**src/rtl/rr_lock_arbiter.sv**
```systemverilog
// Round-robin arbiter that locks a grant until last, request drop or hold limit.
// Latency: registered grant, visible one cycle after the deciding clock edge.
// Backpressure: none; level-sensitive requests simply wait until they win.
module rr_lock_arbiter #(
    parameter int REQWIDTH = 3,
    parameter int MAX_HOLD = 16
) (
    input  logic                       clk_i,
    input  logic                       rst_i,
    input  logic [(2**REQWIDTH)-1:0]   req_i,
    input  logic                       last_i,
    output logic [(2**REQWIDTH)-1:0]   gnt_o,
    output logic [REQWIDTH-1:0]        gnt_num_o,
    output logic                       gnt_valid_o,
    output logic                       timeout_o
);

    localparam int N  = 2**REQWIDTH;
    // Keep the counter at least one bit wide when the hold limit is disabled.
    localparam int HW = (MAX_HOLD > 0) ? $clog2(MAX_HOLD + 1) : 1;

    localparam logic [HW-1:0] HOLD_LIM = HW'(MAX_HOLD);
    localparam logic [HW-1:0] HOLD_ONE = HW'(1);
    // Without a limit the counter only needs to stop wrapping, so park it at all-ones.
    localparam logic [HW-1:0] HOLD_SAT = (MAX_HOLD > 0) ? HW'(MAX_HOLD) : {HW{1'b1}};

    localparam logic [0:0] ST_IDLE = 1'b0;
    localparam logic [0:0] ST_BUSY = 1'b1;

    logic [0:0]          state_q,    state_d;
    logic [REQWIDTH-1:0] ptr_q,      ptr_d;
    logic [HW-1:0]       hold_cnt_q, hold_cnt_d;
    logic [N-1:0]        gnt_q,      gnt_d;
    logic [REQWIDTH-1:0] gnt_num_q,  gnt_num_d;
    logic                gnt_vld_q,  gnt_vld_d;
    logic                timeout_q,  timeout_d;

    logic [REQWIDTH-1:0] search_base;
    logic [REQWIDTH-1:0] next_ptr;
    logic                win_found;
    logic [REQWIDTH-1:0] win_idx;
    logic                limit_hit;
    logic                cur_req;
    logic                rel;

    // First requester at or after base, scanning upward with modulo-N wrap.
    // The index adder is REQWIDTH bits wide, so the wrap falls out of the arithmetic.
    function automatic logic [REQWIDTH:0] pick_winner(
        input logic [N-1:0]        req,
        input logic [REQWIDTH-1:0] base
    );
        logic                found;
        logic [REQWIDTH-1:0] idx;
        logic [REQWIDTH-1:0] cand;
        found = 1'b0;
        idx   = '0;
        for (int k = 0; k < N; k++) begin
            cand = base + REQWIDTH'(k);
            if (!found && req[cand]) begin
                found = 1'b1;
                idx   = cand;
            end
        end
        return {found, idx};
    endfunction

    // Release detection and winner search for the next grant.
    always_comb begin
        next_ptr  = gnt_num_q + REQWIDTH'(1);
        cur_req   = req_i[gnt_num_q];
        limit_hit = (MAX_HOLD != 0) && (hold_cnt_q == HOLD_LIM);
        rel       = (state_q == ST_BUSY) && (last_i || !cur_req || limit_hit);
        // On a handover the search starts just past the outgoing winner, so it is
        // considered last; from idle the stored pointer is used as-is.
        search_base = (state_q == ST_BUSY) ? next_ptr : ptr_q;
        {win_found, win_idx} = pick_winner(req_i, search_base);
    end

    // Next-state logic: grant from idle, hold/count while locked, hand over on release.
    always_comb begin
        state_d    = state_q;
        ptr_d      = ptr_q;
        hold_cnt_d = hold_cnt_q;
        gnt_d      = gnt_q;
        gnt_num_d  = gnt_num_q;
        gnt_vld_d  = gnt_vld_q;
        // A forced release is only a timeout when nothing else would have ended it.
        timeout_d  = rel && limit_hit && !last_i && cur_req;

        case (state_q)
            ST_IDLE: begin
                if (win_found) begin
                    state_d          = ST_BUSY;
                    gnt_d            = '0;
                    gnt_d[win_idx]   = 1'b1;
                    gnt_num_d        = win_idx;
                    gnt_vld_d        = 1'b1;
                    hold_cnt_d       = HOLD_ONE;
                end else begin
                    gnt_d      = '0;
                    gnt_num_d  = '0;
                    gnt_vld_d  = 1'b0;
                    hold_cnt_d = '0;
                end
            end
            ST_BUSY: begin
                if (rel) begin
                    ptr_d = next_ptr;
                    if (win_found) begin
                        // Back-to-back handover, no idle bubble.
                        gnt_d          = '0;
                        gnt_d[win_idx] = 1'b1;
                        gnt_num_d      = win_idx;
                        gnt_vld_d      = 1'b1;
                        hold_cnt_d     = HOLD_ONE;
                    end else begin
                        state_d    = ST_IDLE;
                        gnt_d      = '0;
                        gnt_num_d  = '0;
                        gnt_vld_d  = 1'b0;
                        hold_cnt_d = '0;
                    end
                end else if (hold_cnt_q != HOLD_SAT) begin
                    hold_cnt_d = hold_cnt_q + HOLD_ONE;
                end
            end
            default: begin
                state_d    = ST_IDLE;
                gnt_d      = '0;
                gnt_num_d  = '0;
                gnt_vld_d  = 1'b0;
                hold_cnt_d = '0;
            end
        endcase
    end

    // State registers; reset wins over any grant in progress.
    always_ff @(posedge clk_i) begin
        if (rst_i) begin
            state_q    <= ST_IDLE;
            ptr_q      <= '0;
            hold_cnt_q <= '0;
            gnt_q      <= '0;
            gnt_num_q  <= '0;
            gnt_vld_q  <= 1'b0;
            timeout_q  <= 1'b0;
        end else begin
            state_q    <= state_d;
            ptr_q      <= ptr_d;
            hold_cnt_q <= hold_cnt_d;
            gnt_q      <= gnt_d;
            gnt_num_q  <= gnt_num_d;
            gnt_vld_q  <= gnt_vld_d;
            timeout_q  <= timeout_d;
        end
    end

    assign gnt_o       = gnt_q;
    assign gnt_num_o   = gnt_num_q;
    assign gnt_valid_o = gnt_vld_q;
    assign timeout_o   = timeout_q;

    // Grant encoding must stay self-consistent.
    a_onehot: assert property (@(posedge clk_i) disable iff (rst_i) $onehot0(gnt_q));
    a_vld:    assert property (@(posedge clk_i) disable iff (rst_i) gnt_vld_q == (|gnt_q));
    a_num:    assert property (@(posedge clk_i) disable iff (rst_i)
                               gnt_vld_q ? gnt_q[gnt_num_q] : (gnt_num_q == '0));

endmodule
```
**config.mk**
```make
export PLATFORM = sky130hd
export DESIGN_NAME = rr_lock_arbiter
export DESIGN_NICKNAME = d
export VERILOG_FILES = /design/src/rtl/rr_lock_arbiter.sv
export SDC_FILE = /design/constraint.sdc
export NUM_CORES = 1
export LEC_CHECK = 0
export ABC_AREA = 1
export CORE_MARGIN = 2
export CORE_UTILIZATION = 60
export CTS_CLUSTER_SIZE = 20
export DETAILED_ROUTE_END_ITERATION = 8
export HOLD_SLACK_MARGIN = 0.02
export PLACE_DENSITY = 0.85
export SLEW_MARGIN = 5
export SYNTH_ARGS = -nofsm -noshare
export SYNTH_HDL_FRONTEND = slang
export SYNTH_SLANG_ARGS = --single-unit
```
**constraint.sdc**
```tcl
create_clock -name clk_i -period 7.45 [get_ports clk_i]
set_input_delay 1.1175 -clock clk_i [delete_from_list [all_inputs] [get_ports clk_i]]
set_output_delay 1.1175 -clock clk_i [all_outputs]
set_load 0.1 [all_outputs]
```
==> metrics.cfg <==
[status]
status = complete, no violations

[power_and_ir_drop]
power_switching_w = 0.000653
p_comb_share_pct = 75.7
peakVddDrop_uv = 366
p_int_w = 0.000433
leakage_nw = 1.11
seqPwrFrac_pct = 15.8
power_density_mw_per_mm2 = 467
power_frac_clock_pct = 8.5
p_sw_share_pct = 60.1

[worst_setup_path]
r2r_cells = 19
critPathCaptureType = flop
critical_path.startpoint = req_i[6]
arrival_ns = 3.48
crit_slowest_cell = clkdlybuf4s50_1
cp_num_buf_inv = 5
path_cells = clkdlybuf4s50_1 -> inv_1 -> a21oi_1 -> o21ai_0 -> a21oi_1 -> a21o_1 -> inv_1 -> nor2_1 -> nand2_1 -> nor2_2 -> inv_1 -> nand2_1 -> inv_1 -> nand2_1 -> nor2_1 -> nor2_1 -> nor2_1
crit_family = buffers and inverters
cp.depth = 17
timing.rr.start = gnt_num_o[0]
cp-start-kind = input port
cp_max_fo = 12
critPathKind = input port to flop
max_stage_delay_ns = 0.49
worstPathRequired_ns = 7.64

[clock_tree]
cts_setup_buffers = 0
clk_pin_slew_ns = 0.11
cts_hold_buf = 0
cts_made_buffers = 3
cts_sinks = 22
insertion_delay_ns = 0.32
cts_max_level = 1
ctsRootBufferMaster = clkbuf_4
cts_tree = built
post_cts_resized = 0
clk_path_buf_depth = 2

[global_route]
grt_usage_pct = 26.7
overflow = 0
antenna_found_initial = 0
grt_pass1_vias = 2025
grt_max_degree = 15
grt_pass1_wl_mm = 8.57

[timing]
hold_viol = 0
slew-limit-headroom_pct = 34.5
finClkSkew_ns = 0.0158
worst_pin_slew_ns = 0.980
finalMaxSlewViolations = 0
fmax_mhz = 304
setup_ws_ns = 4.16
tns_ns = 0
grt_setup_unrepaired = false
finalSetupViolations = 0
period_needed_ns = 3.29
min_period_over_period_pct = 44.1

[cells_and_area]
area_delta_synth_final_pct = 13.8
nets = 373
fillers = 307
drive_above_1_share_pct = 12.4
antenna_cells = 0

[floorplanning]
num_io_pins = 24
initial_core_util_pct = 61.8
die_x_um = 62.4
rows = 21
die_y_um = 62.4
core_region_area_mm2 = 0.00331
die-area_mm2 = 0.00389

[yosys]
yosysTopAreaCellShare_pct = 21.5
synth-async-reset-ratio_pct = 0
ys_ff_latch = 22
syn_avg_cell_area_um2 = 6.10
synth_cell_types = 36
synthFlopType = dfxtp_1
synth_edf_count = 0
synth_top_area_cell = dfxtp_1
syn_nets = 351
synth_area_leaders = dfxtp_1 (22%), nand2_1 (18%), nand3_1 (12%), inv_1 (6.8%), nor2_1 (6.1%)
netlist_instances = 335
syn_area_mm2 = 0.00204
ys_warn_count = 0
synth-seq-area-share_pct = 21.5

[route]
first_pass_iters = 4
viasPerCell = 5.32
wl_per_cell_um = 12.1
totalWireLength_mm = 4.88
drt_iter0_drc = 198
remaining_drc_errors = 0
via_count = 2140
ant_nets = 0

[placed_design]
dp_hpwl_mm = 3.79
dp_slack_ns = 3.86
portBuffers = 23
globalplace.congestion = 0.883

[worst_hold_path]
min_path_type = flop to flop
hold-path-cell-count = 2
min_from = gnt_o[4]

[run]
maxCapViolCount = 0

-- worst register-to-register path, delay by kind of cell, from the launching register on --
family,cells,cell delay (ns)
simple gates,15,1.64
fa+ha+maj,2,0.72
flops,1,0.60
buf+inv,2,0.18
-- per-layer routing --
layer  share of wire [%]  vias up  track usage, %
met4                 2.1        0            11.4
li1                    -     1120               -
met3                 5.4       10            2.70
met5                   0        -               0
met1                  45      945            33.9
met2                  47       65            46.3
-- cell usage after synthesis (3+ instances only) --
master,count
nand2_1,100
nand3_1,50
inv_1,37
nor2_1,33
dfxtp_1,22
nand2_2,16
a21oi_1,15
o21ai_0,9
nand3_2,6
ha_1,5
nand4_1,4
nor3_1,4
nand2_4,3
nor2_2,3
-- cell usage in the layout, fill, tap and decap left out, types with 2 or more instances in the layout --
cell type,n
inv_2,2
nand2_1,100
xor2_1,2
nand4_1,4
a21oi_2,2
nand3_1,50
a21oi_1,15
clkdlybuf4s50_1,23
or2_1,2
nor3_1,4
inv_1,37
dfxtp_1,22
ha_1,5
nand3_2,6
o21ai_0,9
clkbuf_4,3
nand2_2,16
nand2_4,3
nor2_2,3
nor2_1,33
-- cell type report --
| type | instances | area, um2 | share of cell area [%] |
|---|---|---|---|
| multi-input cells | 267 | 1390 | 59.8 |
| flip-flops and latches | 22 | 440 | 18.9 |
| repair buffers | 23 | 230 | 9.89 |
| inverters | 40 | 155 | 6.67 |
| well taps | 46 | 57.6 | 2.47 |
| clock inverters | 1 | 30.0 | 1.29 |
| clock buffers | 3 | 22.5 | 0.968 |
-- flip-flops by register name, indices dropped and copies added, names as in the netlist --
name         cells
gnt_o            8
ptr_q            3
timeout_o        1
state_q          1
hold_cnt_q       5
gnt_valid_o      1
gnt_num_o        3
-- power groups by stage --
| stage | Combinational, W | Clock, W | Sequential (W) |
|---|---|---|---|
| 6_report | 0.000822 | 0.0000924 | 0.000172 |
| 4_1_cts | 0.000817 | 0.0000937 | 0.000172 |
| 3_5_place_dp | 0.000811 | 0 | 0.000174 |
| 5_1_grt | 0.000907 | 0.0000985 | 0.000176 |
| 2_1_floorplan | 0.000534 | 0 | 0.000314 |
| 3_3_place_gp | 0.000805 | 0 | 0.000173 |
-- worst paths after layout --
kind               to  slack (ns)
max reg2reg  gnt_o[6]        4.19
max          gnt_o[6]        4.16
min          gnt_o[4]        0.48
min reg2reg  gnt_o[4]        0.48
-- kinds of logic after synthesis --
logic type | share of synthesized area, %
flops | 21.5
simple gates | 55.5
buf+inv | 10.4
fa+ha+maj | 3.06
compound gates | 8.63
xor+xnor | 0.857
-- metrics by stage --
stage	total power [W]	hold WS, ns	cell area [um2]	cells	util [%]
after detailed placement	0.000986	0.465	2270	398	68.7
after global routing	0.00118	0.501	2330	402	70.3
after floorplan	0.000849	0.450	2040	335	-
after global placement	0.000979	0.464	2270	398	68.7
after CTS	0.00108	0.482	2330	402	70.3
final	0.00109	0.480	2330	402	70.3
(Power assumes the default switching activity.)
